## src/rtl/kf8259_priority_acknowledge_controller.sv

```systemverilog
// 8259 priority resolver and INTA sequencer: rotating priority against the ISR, INT generation,
// two-pulse INTA handling, EOI/set-priority commands and vector byte. Auto-EOI: KF8259_AUTO_EOI_EN.
module kf8259_priority_acknowledge_controller #(
    parameter logic [2:0] RESET_LOWEST_PRIORITY = 3'd7
) (
    input  logic       clock,
    input  logic       reset,
    input  logic [7:0] interrupt_request_register,
    input  logic [7:0] interrupt_mask,
    input  logic       interrupt_acknowledge_n,
    input  logic [4:0] vector_base,
    input  logic       eoi_strobe,
    input  logic       eoi_specific,
    input  logic       eoi_rotate,
    input  logic [2:0] eoi_level,
    input  logic       set_priority_strobe,
    input  logic [2:0] set_priority_level,
`ifdef KF8259_AUTO_EOI_EN
    input  logic       auto_eoi_config,
`endif
    output logic       interrupt_to_cpu,
    output logic       freeze,
    output logic [7:0] clear_interrupt_request,
    output logic [7:0] in_service_register,
    output logic [2:0] priority_rotate,
    output logic [7:0] vector_out,
    output logic       vector_out_enable
);

    localparam int unsigned NUM_LEVELS = 8;
    localparam int unsigned LEVEL_W    = 3;
    localparam int unsigned RANK_W     = 4;
    localparam int unsigned VEC_W      = 8;
    localparam logic [LEVEL_W-1:0] SPURIOUS_LEVEL = 3'd7;
    localparam logic [RANK_W-1:0]  NO_RANK        = 4'd8;

    typedef enum logic [1:0] {
        ST_IDLE  = 2'd0,
        ST_ACK1  = 2'd1,
        ST_WAIT2 = 2'd2,
        ST_ACK2  = 2'd3
    } state_e;

    state_e                  state_q, state_d;
    logic                    prev_inta_n_q;
    logic [NUM_LEVELS-1:0]   isr_q, isr_d;
    logic [LEVEL_W-1:0]      rotate_q, rotate_d;
    logic [LEVEL_W-1:0]      ack_level_q, ack_level_d;
    logic                    int_q, int_d;
    logic                    freeze_q, freeze_d;
    logic [NUM_LEVELS-1:0]   clear_q, clear_d;
    logic [VEC_W-1:0]        vector_q, vector_d;
    logic                    vec_en_q, vec_en_d;

    logic [NUM_LEVELS-1:0]   candidates;
    logic                    win_valid;
    logic [LEVEL_W-1:0]      win_level;
    logic [RANK_W-1:0]       win_rank;
    logic                    isr_valid;
    logic [LEVEL_W-1:0]      isr_level;
    logic [RANK_W-1:0]       isr_rank;
    logic                    inta_fall;
    logic                    inta_rise;

    assign candidates = interrupt_request_register & ~interrupt_mask;
    assign inta_fall  = prev_inta_n_q & ~interrupt_acknowledge_n;
    assign inta_rise  = ~prev_inta_n_q & interrupt_acknowledge_n;

    // Walk levels from rank 0 upward; the first hit is the highest-priority candidate.
    always_comb begin
        logic [LEVEL_W-1:0] lvl;
        win_valid = 1'b0;
        win_level = SPURIOUS_LEVEL;
        win_rank  = NO_RANK;
        lvl       = '0;
        for (int unsigned r = 0; r < NUM_LEVELS; r++) begin
            lvl = rotate_q + LEVEL_W'(r) + LEVEL_W'(1);
            if (candidates[lvl] && !win_valid) begin
                win_valid = 1'b1;
                win_level = lvl;
                win_rank  = RANK_W'(r);
            end
        end
    end

    // Highest-priority in-service level; an empty ISR reports rank 8.
    always_comb begin
        logic [LEVEL_W-1:0] lvl;
        isr_valid = 1'b0;
        isr_level = '0;
        isr_rank  = NO_RANK;
        lvl       = '0;
        for (int unsigned r = 0; r < NUM_LEVELS; r++) begin
            lvl = rotate_q + LEVEL_W'(r) + LEVEL_W'(1);
            if (isr_q[lvl] && !isr_valid) begin
                isr_valid = 1'b1;
                isr_level = lvl;
                isr_rank  = RANK_W'(r);
            end
        end
    end

    always_comb begin
        state_d     = state_q;
        isr_d       = isr_q;
        rotate_d    = rotate_q;
        ack_level_d = ack_level_q;
        int_d       = 1'b0;
        freeze_d    = freeze_q;
        clear_d     = '0;
        vector_d    = vector_q;
        vec_en_d    = vec_en_q;

        if (eoi_strobe) begin
            if (eoi_specific) begin
                isr_d[eoi_level] = 1'b0;
                if (eoi_rotate) begin
                    rotate_d = eoi_level;
                end
            end else if (isr_valid) begin
                isr_d[isr_level] = 1'b0;
                if (eoi_rotate) begin
                    rotate_d = isr_level;
                end
            end
        end

        case (state_q)
            ST_IDLE: begin
                if (inta_fall) begin
                    state_d     = ST_ACK1;
                    ack_level_d = win_level;
                    freeze_d    = 1'b1;
                    if (win_valid) begin
                        clear_d[win_level] = 1'b1;
                    end
                end
            end
            ST_ACK1: begin
                if (inta_rise) begin
                    state_d = ST_WAIT2;
                end
            end
            ST_WAIT2: begin
                if (inta_fall) begin
                    state_d  = ST_ACK2;
                    vector_d = {vector_base, ack_level_q};
                    vec_en_d = 1'b1;
                end
            end
            ST_ACK2: begin
                if (inta_rise) begin
                    state_d  = ST_IDLE;
                    vec_en_d = 1'b0;
                    freeze_d = 1'b0;
`ifdef KF8259_AUTO_EOI_EN
                    if (auto_eoi_config) begin
                        isr_d[ack_level_q] = 1'b0;
                        if (eoi_rotate) begin
                            rotate_d = ack_level_q;
                        end
                    end
`endif
                end
            end
            default: state_d = ST_IDLE;
        endcase

        if (set_priority_strobe) begin
            rotate_d = set_priority_level;
        end

        // The acknowledge set is applied last so it overrides a same-cycle EOI clear.
        isr_d = isr_d | clear_d;
        int_d = (state_d == ST_IDLE) && win_valid && (win_rank < isr_rank);
    end

    always_ff @(posedge clock) begin
        if (reset) begin
            state_q       <= ST_IDLE;
            prev_inta_n_q <= 1'b1;
            isr_q         <= '0;
            rotate_q      <= RESET_LOWEST_PRIORITY;
            ack_level_q   <= '0;
            int_q         <= 1'b0;
            freeze_q      <= 1'b0;
            clear_q       <= '0;
            vector_q      <= '0;
            vec_en_q      <= 1'b0;
        end else begin
            state_q       <= state_d;
            prev_inta_n_q <= interrupt_acknowledge_n;
            isr_q         <= isr_d;
            rotate_q      <= rotate_d;
            ack_level_q   <= ack_level_d;
            int_q         <= int_d;
            freeze_q      <= freeze_d;
            clear_q       <= clear_d;
            vector_q      <= vector_d;
            vec_en_q      <= vec_en_d;
        end
    end

    assign interrupt_to_cpu        = int_q;
    assign freeze                  = freeze_q;
    assign clear_interrupt_request = clear_q;
    assign in_service_register     = isr_q;
    assign priority_rotate         = rotate_q;
    assign vector_out              = vector_q;
    assign vector_out_enable       = vec_en_q;

endmodule

```

## config.mk

```make
export PLATFORM = sky130hd
export DESIGN_NAME = kf8259_priority_acknowledge_controller
export DESIGN_NICKNAME = d
export VERILOG_FILES = /design/src/rtl/kf8259_priority_acknowledge_controller.sv
export SDC_FILE = /design/constraint.sdc
export NUM_CORES = 1
export LEC_CHECK = 0
export ABC_AREA = 1
export CORE_MARGIN = 10
export CORE_UTILIZATION = 48
export CTS_CLUSTER_DIAMETER = 60
export DETAILED_ROUTE_END_ITERATION = 8
export GPL_TIMING_DRIVEN = 0
export HOLD_SLACK_MARGIN = 0.03
export PLACE_DENSITY = 0.77
export SLEW_MARGIN = 10
export SYNTH_ARGS = -nofsm -noshare
export SYNTH_HDL_FRONTEND = slang
export SYNTH_SLANG_ARGS = --single-unit
```

## constraint.sdc

```tcl
create_clock -name clock -period 3.16 [get_ports clock]
set_clock_uncertainty 0.1 [all_clocks]
set_input_delay 0.79 -clock clock [delete_from_list [all_inputs] [get_ports clock]]
set_output_delay 0.79 -clock clock [all_outputs]
set_load 0.005 [all_outputs]
```

==> reports/summary.txt, run 1 <==
status - finished, final reports clean
antenna-violating nets left - 0
drt pass-1 iters - 5
Synth area leader - nand2_1
Worst-path clk slew - 70 ps
Setup-failing EPs final - 0
Final Max Tran Viols - 0
Post-synth top cells - nand2_1 (211), nor2_1 (77), inv_1 (71)
min-delay worst type - reg -> reg
static leakage - 0.002308 uW
cts hold-fix bufs - 0
Setup crit start kind - flip-flop
Synth Flop Type - dfxtp_1
total CTS buffers - 5
f_max - 0.3323 GHz
number of synthesized register bits - 36
routability cong. - 0.9215
first-pass GRT wire length - 17.65 mm
CTS tree - yes
slew at the pin closest to its max-slew limit - 569.0 ps
top-count cell post-synth - nand2_1
DIE WIDTH - 104.1 um
Critical-path top delay cell - dfxtp_4
layout cells sized above 1 - 17.85%
Non-Filler Instances - 774
CP startpoint - priority_rotate[0]
CP required - 3240 ps
H-tree depth - 2
Hold Path Origin - vector_out_enable
vias - 3984
DRT iter0 DRCs - 231
Diodes inserted - 0
Post-Synthesis Cells - 592
Synth Warn # - 0
critical register-to-register path startpoint - priority_rotate[0]
fin nets - 717
Core Footprint - 6832 um^2
Post-Syn Nets - 632
Min-Delay Endpoint - vector_out_enable
Worst Reg-to-Reg Cells - 20
height of the die - 104.1 um
drt wl/cell - 14.14 um
CP Capture Type - flip-flop
CP Max Fanout - 12
top cell type's share of synthesized area - 23.36%
hold_ws - 364.7 ps
FF+latch area - 728.2 um^2
Area contributors post-synth - nand2_1 (23%), dfxtp_1 (21%), nand3_1 (8.6%)
Vias/cell - 5.147
synthesized area - 3391 um^2
io pins - 64
Crit path top cell by count - nand2_1
port bufs - 62
Multi-input gate area - 2397 um^2
antenna violations before repair - 0
CTS Sinks - 36
CTS max path bufs - 2
Post-synth EDFFs - 0
fraction of registers with async set/reset - 0%
max_slew headroom - 61.66%
final hold vios - 0
Row Count - 30
VDD IR max - 0.0003861 V
max cap viols - 0
final period utilization - 95.24%
Reg-to-Reg End - in_service_register[4]
Fillers - 654
Pwr Density - 570.2 nW/um^2
Initial Util - 49.63%
Clock Latency Late Sink - 290 ps
hold depth - 2
crit path kind - reg -> reg
Worst EP arrival - 3090 ps
Yosys cell types - 40
largest net degree at the start of global routing - 12
sequential-to-total area share from yosys stat - 21.25%
P&R area growth vs syn - 34.39%
Post-Route WL - 10.94 mm
dpl hpwl - 8.655 mm
CP peak stage delay - 360 ps
root buf cell - clkbuf_8
dpl cells - 750
total track usage - 19.11%
critical path, cell by cell - buf_6 > inv_6 > ha_4 > xnor2_2 > inv_1 > nand2_1 > nand2_2 > buf_4 > nand3_2 > nor2_2 > nand2_1 > nand3_1 > nor2_1 > nand3_2 > nor2_2 > nand2_1 > nand2_1 > nand2_1 > nand2_1 > nand2_1
GR Overflow Total - 0
DIE AREA - 10830 um^2
Mean Syn Cell Area - 5.728 um^2
Reg2Reg Setup Slack - 150 ps
DR DRC count - 0
Tmin final - 3010 ps
vias in the first global route - 3666
-- worst max-delay path: cells and delay by family, from the launching register on --
kind / cells / cell delay, ps
XOR/XNOR: 1 / 280
adder cells (fa/ha/maj): 1 / 170
buffers and inverters: 4 / 620
flip-flops: 1 / 360
AND/OR/NAND/NOR: 14 / 1350
-- layer usage --
layer / vias up / share of wire (%) / track usage, %
li1: 2037 / - / -
met1: 1757 / 44 / 23.48
met2: 158 / 47 / 33.20
met3: 32 / 5.9 / 2.664
met4: 0 / 3.2 / 6.362
met5: - / 0 / 0
-- cell usage in the layout (no fill, tap or decap), types with 6 or more instances in the layout --
master and instances:
nand2_4 8, nor2_2 11, a21oi_1 11, inv_2 6, nand3_2 12, dfxtp_1 34
clkdlybuf4s50_1 62, buf_4 17, nand2_1 201, nor2_1 71, nand2_2 18, inv_1 70
buf_6 8, nand4_1 8, nand3_1 49, o21ai_0 22, o21ai_1 8
-- through the flow --
stage / power [uW] / cell area [um^2] / util, % / setup TNS, ps / setup slack, ps
floorplan: 1581 / 3391 / - / 0 / 160.9
global placement: 1952 / 4131 / 60.48 / -2848 / -412.9
detailed placement: 1968 / 4131 / 60.48 / -3420 / -423.9
CTS: 2416 / 4312 / 63.11 / 0 / 43.81
global route: 2793 / 4557 / 66.70 / -75.98 / -26.12
finish: 2598 / 4557 / 66.70 / 0 / 150.4
-- where the power goes --
group,leakage (uW),switching [uW],internal [uW]
clock,0.0000552,163,234
combinational,0.00196,1050,622
sequential,0.000293,36.3,497
total,0.00231,1240,1350
-- how the worst max path moves through the flow --
stage	end	slack [ps]	cells past startpoint
CTS	interrupt_to_cpu	40	19
global placement	interrupt_to_cpu	-410	20
detailed placement	interrupt_to_cpu	-420	20
floorplan	interrupt_to_cpu	160	21
global route	in_service_register[5]	-30	18
finish	in_service_register[4]	150	20
-- registers in the layout, summed over array words and instances, names as in the netlist --
| signal | cells |
|---|---|
| ack_level_q | 3 |
| clear_interrupt_request | 8 |
| freeze | 1 |
| in_service_register | 8 |
| interrupt_to_cpu | 1 |
| prev_inta_n_q | 1 |
| priority_rotate | 3 |
| state_q | 2 |
| vector_out | 8 |
| vector_out_enable | 1 |
-- cell families (layout without fill, tap and decap cells) --
kind of cell / Yosys count / count (layout) / synth area share, %
AND/OR/NAND/NOR: 396 / 396 / 53.69
buffers and inverters: 97 / 183 / 12.84
AO/OA/AOI/OAI: 56 / 56 / 9.520
flip-flops: 36 / 36 / 21.25
adder cells (fa/ha/maj): 6 / 6 / 2.214
XOR/XNOR: 1 / 1 / 0.4798
-- area by class of cell --
| type | instances | share of cell area (%) |
|---|---|---|
| Multi-Input combinational cell | 459 | 52.61 |
| Timing Repair Buffer | 80 | 16.67 |
| Sequential cell | 36 | 15.98 |
| Inverter | 81 | 7.002 |
| Buffer | 14 | 2.746 |
| Tap cell | 96 | 2.636 |
| Clock buffer | 6 | 1.593 |
| Clock inverter | 2 | 0.7688 |
-- timing repair --
action	in CTS	in global routing
gates cloned	0	0
endpoints found under the setup margin	20	14
setup buffers	3	15
pin swaps	3	18
resized for setup	16	41
Power figures use the tool's default switching activity.
==> inputs of run 2 (changes only) <==
--- a/config.mk
+++ b/config.mk
@@ -5,14 +5,14 @@
 export SDC_FILE = /design/constraint.sdc
 export NUM_CORES = 1
 export LEC_CHECK = 0
-export ABC_AREA = 1
+export ABC_AREA = 0
 export CORE_MARGIN = 10
-export CORE_UTILIZATION = 48
+export CORE_UTILIZATION = 49
 export CTS_CLUSTER_DIAMETER = 60
 export DETAILED_ROUTE_END_ITERATION = 8
 export GPL_TIMING_DRIVEN = 0
 export HOLD_SLACK_MARGIN = 0.03
-export PLACE_DENSITY = 0.77
+export PLACE_DENSITY = 0.78
 export SLEW_MARGIN = 10
 export SYNTH_ARGS = -nofsm -noshare
 export SYNTH_HDL_FRONTEND = slang
==> reports/summary.txt, run 2 <==
VDD IR max - 0.0003682 V (was 0.0003861 V)
GR Overflow Total - 0 (unchanged)
Pwr Density - 535.9 nW/um^2 (was 570.2 nW/um^2)
Post-Route WL - 14.15 mm (was 10.94 mm)
Synth Flop Type - dfxtp_1 (unchanged)
f_max - 0.2727 GHz (was 0.3323 GHz)
failing checks - setup timing
hold_ws - 395.1 ps (was 364.7 ps)
drt pass-1 iters - 4 (was 5)
total CTS buffers - 5 (unchanged)
Diodes inserted - 0 (unchanged)
H-tree depth - 2 (unchanged)
Synth area leader - dfxtp_1 (was nand2_1)
Core Footprint - 6832 um^2 (unchanged)
Worst-path clk slew - 90 ps (was 70 ps)
Synth Warn # - 0 (unchanged)
Row Count - 30 (unchanged)
vias - 4028 (was 3984)
highest-count cells in the layout ignoring fill and taps - buf_4 (52), clkdlybuf4s50_1 (47), dfxtp_1 (34) (was nand2_1 (201), nor2_1 (71), inv_1 (70))
final hold vios - 0 (unchanged)
post-route cell area - 5508 um^2 (was 4557 um^2)
P&R area growth vs syn - 58.23% (was 34.39%)
sequential-to-total area share from yosys stat - 20.70% (was 21.25%)
max cap viols - 0 (unchanged)
root buf cell - clkbuf_8 (unchanged)
Clock Latency Late Sink - 300 ps (was 290 ps)
critical path, cell by cell - buf_12 > inv_12 > buf_12 > ha_4 > xnor3_2 > mux4_2 > mux2i_4 > nor4b_4 > nand2_2 > o311a_4 > or4b_4 > nor3_4 > nand2b_1 (was buf_6 > inv_6 > ha_4 > xnor2_2 > inv_1 > nand2_1 > nand2_2 > buf_4 > nand3_2 > nor2_2 > nand2_1 > nand3_1 > nor2_1 > nand3_2 > nor2_2 > nand2_1 > nand2_1 > nand2_1 > nand2_1 > nand2_1)
power after layout - 2951 uW (was 2598 uW)
cts hold-fix bufs - 0 (unchanged)
CTS tree - yes (unchanged)
Area after DPL - 4437 um^2 (was 4131 um^2)
worst setup margin - -507.3 ps (was 150.4 ps)
antenna violations before repair - 0 (unchanged)
fraction of registers with async set/reset - 0% (unchanged)
Post-synth EDFFs - 0 (unchanged)
DIE WIDTH - 104.3 um (was 104.1 um)
Post-synth top cells - mux2i_1 (37), nor2_1 (37), dfxtp_1 (36) (was nand2_1 (211), nor2_1 (77), inv_1 (71))
CTS Sinks - 36 (unchanged)
fin util - 80.62% (was 66.70%)
antenna-violating nets left - 0 (unchanged)
Yosys cell types - 67 (was 40)
io pins - 64 (unchanged)
status - finished, violations left (was finished, final reports clean)
Final Max Tran Viols - 0 (unchanged)
largest net degree at the start of global routing - 14 (was 12)
Post-Synthesis Cells - 389 (was 592)
Area contributors post-synth - dfxtp_1 (21%), mux4_2 (16%), mux2i_1 (11%) (was nand2_1 (23%), dfxtp_1 (21%), nand3_1 (8.6%))
top cell type's share of synthesized area - 20.70% (was 23.36%)
first-pass GRT wire length - 21.94 mm (was 17.65 mm)
routability cong. - 0.8978 (was 0.9215)
Vias/cell - 6.603 (was 5.147)
CP Capture Type - flip-flop (unchanged)
CTS max path bufs - 2 (unchanged)
DRT iter0 DRCs - 404 (was 231)
CP Max Fanout - 6 (was 12)
max_slew headroom - 42.90% (was 61.66%)
Post-Syn Nets - 429 (was 632)
Crit path top cell by count - buf_12 (was nand2_1)
synthesized area - 3481 um^2 (was 3391 um^2)
DIE AREA - 10880 um^2 (was 10830 um^2)
height of the die - 104.3 um (was 104.1 um)
Total Neg Setup Slack - -8122 ps (was 0 ps)
static leakage - 0.002158 uW (was 0.002308 uW)
delay-heaviest family, CP - simple AND/OR/NAND/NOR gates (unchanged)
vias in the first global route - 4141 (was 3666)
Worst EP arrival - 3810 ps (was 3090 ps)
CP peak stage delay - 570 ps (was 360 ps)
most common cell after layout, fill and taps aside - buf_4 (was nand2_1)
drt wl/cell - 23.19 um (was 14.14 um)
Initial Util - 50.95% (was 49.63%)
number of synthesized register bits - 36 (unchanged)
RSZ-0062 raised after global routing - true
slew at the pin closest to its max-slew limit - 853.3 ps (was 569.0 ps)
Setup-failing EPs final - 23 (was 0)
port bufs - 63 (was 62)
CP required - 3300 ps (was 3240 ps)
layout cells sized above 1 - 38.13% (was 17.85%)
total track usage - 24.29% (was 19.11%)
CP bufs+invs - 3 (was 4)
crit path kind - reg -> reg (unchanged)
final period utilization - 116.1% (was 95.24%)
Critical-path top delay cell - mux4_2 (was dfxtp_4)
Mean Syn Cell Area - 8.948 um^2 (was 5.728 um^2)
DR DRC count - 0 (unchanged)
fin nets - 553 (was 717)
dpl hpwl - 8.873 mm (was 8.655 mm)
Tmin final - 3667 ps (was 3010 ps)
Setup crit start kind - flip-flop (unchanged)
min-delay worst type - reg -> reg (unchanged)
==> run 2: tightest hold or removal path: cells and delay by family, from the launching register on <==
family / cells / cell delay (ps)
AO/OA/AOI/OAI: 1 / 60
flip-flops: 1 / 330
AND/OR/NAND/NOR: 1 / 60
==> run 2: what timing repair did <==
| action | 4_1_cts | 5_1_grt |
|---|---|---|
| endpoints found under the setup margin | 23 | 23 |
| endpoints found under the hold margin | 0 | 0 |
| cloned | 1 | 0 |
| setup buffers | 44 | 13 |
| gates resized for setup | 102 | 22 |
| pin swaps | 19 | 13 |
==> run 2: power breakdown <==
part | leakage (uW) | switching (uW) | internal (uW)
Combinational | 0.00181 | 978 | 998
Clock | 0.0000591 | 184 | 238
Sequential | 0.000293 | 63.1 | 490
Total | 0.00216 | 1220 | 1730
==> run 2: layer usage <==
layer	global-route usage, %	up-vias	share of wire (%)
met5	0	-	0
met2	40.69	280	50
met3	4.275	51	9.8
met4	10.34	0	3.2
li1	-	1756	-
met1	29.74	1941	37
==> run 2: layout make-up <==
cell class	count	area (um^2)
plain buffers	15	150.1
clock buffers	5	68.82
clock inverters	3	45.04
fillers	437	1324
inverters	13	77.57
multi-input cells	322	3222
flip-flops and latches	36	728.2
well taps	96	120.1
repair buffers	120	1096
==> run 2: cell families after synthesis <==
kind of cell	after synthesis	synth area share (%)
adder cells (fa/ha/maj)	6	2.157
AO/OA/AOI/OAI	97	19.88
flip-flops	36	20.70
AND/OR/NAND/NOR	141	21.21
multiplexers	73	30.70
XOR/XNOR	5	1.690
buffers and inverters	31	3.667
==> run 2: worst paths after layout <==
path / from / endpoint / slack, ps / depth (start not counted)
worst max-delay path: priority_rotate[0] / in_service_register[5] / -510 / 13
worst min register to register: freeze / freeze / 400 / 2
worst min-delay path: freeze / freeze / 400 / 2
worst max register to register: priority_rotate[0] / in_service_register[5] / -510 / 13
==> run 2: per-stage QoR <==
step	std cells	setup WS, ps
floorplan	389	-464.9
global placement	548	-1008
detailed placement	548	-1035
CTS	599	-446.6
global route	610	-585.1
finish	610	-507.3
==> inputs of run 3 (changes only) <==
--- a/config.mk
+++ b/config.mk
@@ -6,13 +6,16 @@
 export NUM_CORES = 1
 export LEC_CHECK = 0
 export ABC_AREA = 0
+export CELL_PAD_IN_SITES_DETAIL_PLACEMENT = 0
+export CELL_PAD_IN_SITES_GLOBAL_PLACEMENT = 1
+export CORE_ASPECT_RATIO = 0.75
 export CORE_MARGIN = 10
-export CORE_UTILIZATION = 49
+export CORE_UTILIZATION = 36
 export CTS_CLUSTER_DIAMETER = 60
 export DETAILED_ROUTE_END_ITERATION = 8
 export GPL_TIMING_DRIVEN = 0
 export HOLD_SLACK_MARGIN = 0.03
-export PLACE_DENSITY = 0.78
+export PLACE_DENSITY_LB_ADDON = 0.1
 export SLEW_MARGIN = 10
 export SYNTH_ARGS = -nofsm -noshare
 export SYNTH_HDL_FRONTEND = slang
==> reports/summary.txt, run 3 (synthesis results as in run 2) <==
DIE WIDTH - 133.5 um (was 104.3 um)
P&R area growth vs syn - 64.63% (was 58.23%)
RSZ-0062 raised after global routing - true (unchanged)
port bufs - 63 (unchanged)
dpl hpwl - 9.044 mm (was 8.873 mm)
hold depth - 2 (unchanged)
Gate power share - 64.7% (was 67.0%)
height of the die - 105.2 um (was 104.3 um)
static leakage - 0.002218 uW (was 0.002158 uW)
CTS tree - yes (unchanged)
M1 GR Usage - 23.71% (was 29.74%)
Tmin final - 3670 ps (was 3667 ps)
antenna violations before repair - 0 (unchanged)
drt pass-1 iters - 5 (was 4)
CTS max path bufs - 2 (unchanged)
f_max - 0.2725 GHz (was 0.2727 GHz)
critical register-to-register path startpoint - priority_rotate[0] (unchanged)
Reg2Reg Setup Slack - -510 ps (about the same)
H-tree depth - 2 (unchanged)
clock network fraction of total power - 17.4% (was 14.3%)
CTS Sinks - 36 (unchanged)
vias - 3804 (was 4028)
total CTS buffers - 5 (unchanged)
final period utilization - 116.1% (about the same)
Final Max Tran Viols - 0 (unchanged)
antenna-violating nets left - 0 (unchanged)
Core Footprint - 9234 um^2 (was 6832 um^2)
DRT iter0 DRCs - 312 (was 404)
first-pass GRT wire length - 20.33 mm (was 21.94 mm)
met2 Use GR - 28.20% (was 40.69%)
Seq pwr share - 17.9% (was 18.7%)
DIE AREA - 14040 um^2 (was 10880 um^2)
vias in the first global route - 3716 (was 4141)
Net Switching - 1213 uW (was 1225 uW)
min-delay worst type - reg -> reg (unchanged)
drt wl/cell - 20.19 um (was 23.19 um)
most common cell after layout, fill and taps aside - buf_4 (unchanged)
slew at the pin closest to its max-slew limit - 872.7 ps (was 853.3 ps)
GR Overflow Total - 0 (unchanged)
total track usage - 17.43% (was 24.29%)
Hold Path Origin - freeze (unchanged)
failing checks - setup timing (unchanged)
highest-count cells in the layout ignoring fill and taps - buf_4 (54), clkdlybuf4s50_1 (48), dfxtp_1 (34) (was buf_4 (52), clkdlybuf4s50_1 (47), dfxtp_1 (34))
Worst EP arrival - 3770 ps (was 3810 ps)
largest net degree at the start of global routing - 13 (was 14)
CP startpoint - interrupt_mask[4] (was priority_rotate[0])
fin nets - 558 (was 553)
dpl cells - 580 (was 548)
Diodes inserted - 0 (unchanged)
root buf cell - clkbuf_16 (was clkbuf_8)
sw frac - 39.58% (was 41.50%)
crit path kind - in -> reg (was reg -> reg)
Setup crit start kind - input pin (was flip-flop)
max_slew headroom - 41.60% (was 42.90%)
cts hold-fix bufs - 0 (unchanged)
Reg-to-Reg End - in_service_register[0] (was in_service_register[5])
Post-Route WL - 13.07 mm (was 14.15 mm)
Min-Delay Endpoint - freeze (unchanged)
Worst-path clk slew - 60 ps (was 90 ps)
CP Capture Type - flip-flop (unchanged)
Total Neg Setup Slack - -6937 ps (was -8122 ps)
DR DRC count - 0 (unchanged)
Vias/cell - 5.879 (was 6.603)
io pins - 64 (unchanged)
layout cells sized above 1 - 41.43% (was 38.13%)
Worst Reg-to-Reg Cells - 13 (unchanged)
VDD IR max - 0.0002588 V (was 0.0003682 V)
met3 usage in global routing - 3.923% (was 4.275%)
Initial Util - 37.70% (was 50.95%)
status - finished, violations left (unchanged)
CP required - 3260 ps (was 3300 ps)
CP Max Fanout - 5 (was 6)
Pwr Density - 534.9 nW/um^2 (was 535.9 nW/um^2)
worst setup margin - -510.2 ps (was -507.3 ps)
Clock Latency Late Sink - 280 ps (was 300 ps)
Non-Filler Instances - 647 (was 610)
final hold vios - 0 (unchanged)
Setup-failing EPs final - 23 (unchanged)
internal power - 1852 uW (was 1727 uW)
GRT busiest layer - met2 (unchanged)
max cap viols - 0 (unchanged)
Row Count - 30 (unchanged)
routability cong. - 0.8712 (was 0.8978)
[run 3: metal layers]
metal / routed length, um / vias to the layer above
met3: 851 / 10
met2: 6229 / 136
li1: - / 1772
met4: 77 / 0
met1: 5907 / 1886
met5: 0 / -
[run 3: worst max path at each step]
stage	endpoint	cells past startpoint
after detailed placement	in_service_register[1]	11
after CTS	in_service_register[5]	13
after global routing	in_service_register[5]	13
after floorplan	in_service_register[1]	14
final	in_service_register[0]	10
after global placement	in_service_register[1]	11
[run 3: through the flow]
step | utilization [%] | setup slack (ps) | hold slack [ps] | power (uW) | cell area, um^2
final | 62.06 | -510.2 | 375.4 | 3065 | 5731
after global routing | 62.06 | -556.7 | 397.2 | 3224 | 5731
after CTS | 58.78 | -447.9 | 376.7 | 2812 | 5428
after detailed placement | 48.48 | -1090 | 367.9 | 1836 | 4477
after global placement | 48.48 | -1104 | 353.1 | 1830 | 4477
after floorplan | - | -464.9 | 358.4 | 1471 | 3686
[run 3: final cells by class]
class	count	area, um^2
buffer	15	143.9
clock buffer	6	150.1
clock inverter	2	12.51
fill	744	3503
inverter	13	76.32
multi-input combinational	322	3319
sequential	36	728.2
tap	128	160.2
timing repair buffer	125	1140
[run 3: timing repair]
| action | 4_1_cts | 5_1_grt |
|---|---|---|
| buffers inserted | 41 | 20 |
| resized for setup | 116 | 39 |
| endpoints found under the setup margin | 23 | 23 |
| pin swaps | 25 | 20 |
| cloned | 1 | 0 |
[run 3: worst max-delay path: stages]
cell             delay, ps
clkdlybuf4s50_1        540
nand2b_4               160
mux2i_2                 80
mux4_2                 530
nor4b_4                340
nand2_2                110
o311a_4                320
or4b_4                 560
buf_4                  180
o22ai_1                160
[run 3: power groups by stage]
stage / clock network (uW) / logic (uW) / registers (uW)
3_5_place_dp: 0 / 1280 / 557
6_report: 533 / 1980 / 548
2_1_floorplan: 0 / 934 / 538
5_1_grt: 564 / 2110 / 553
3_3_place_gp: 0 / 1270 / 557
4_1_cts: 541 / 1720 / 548
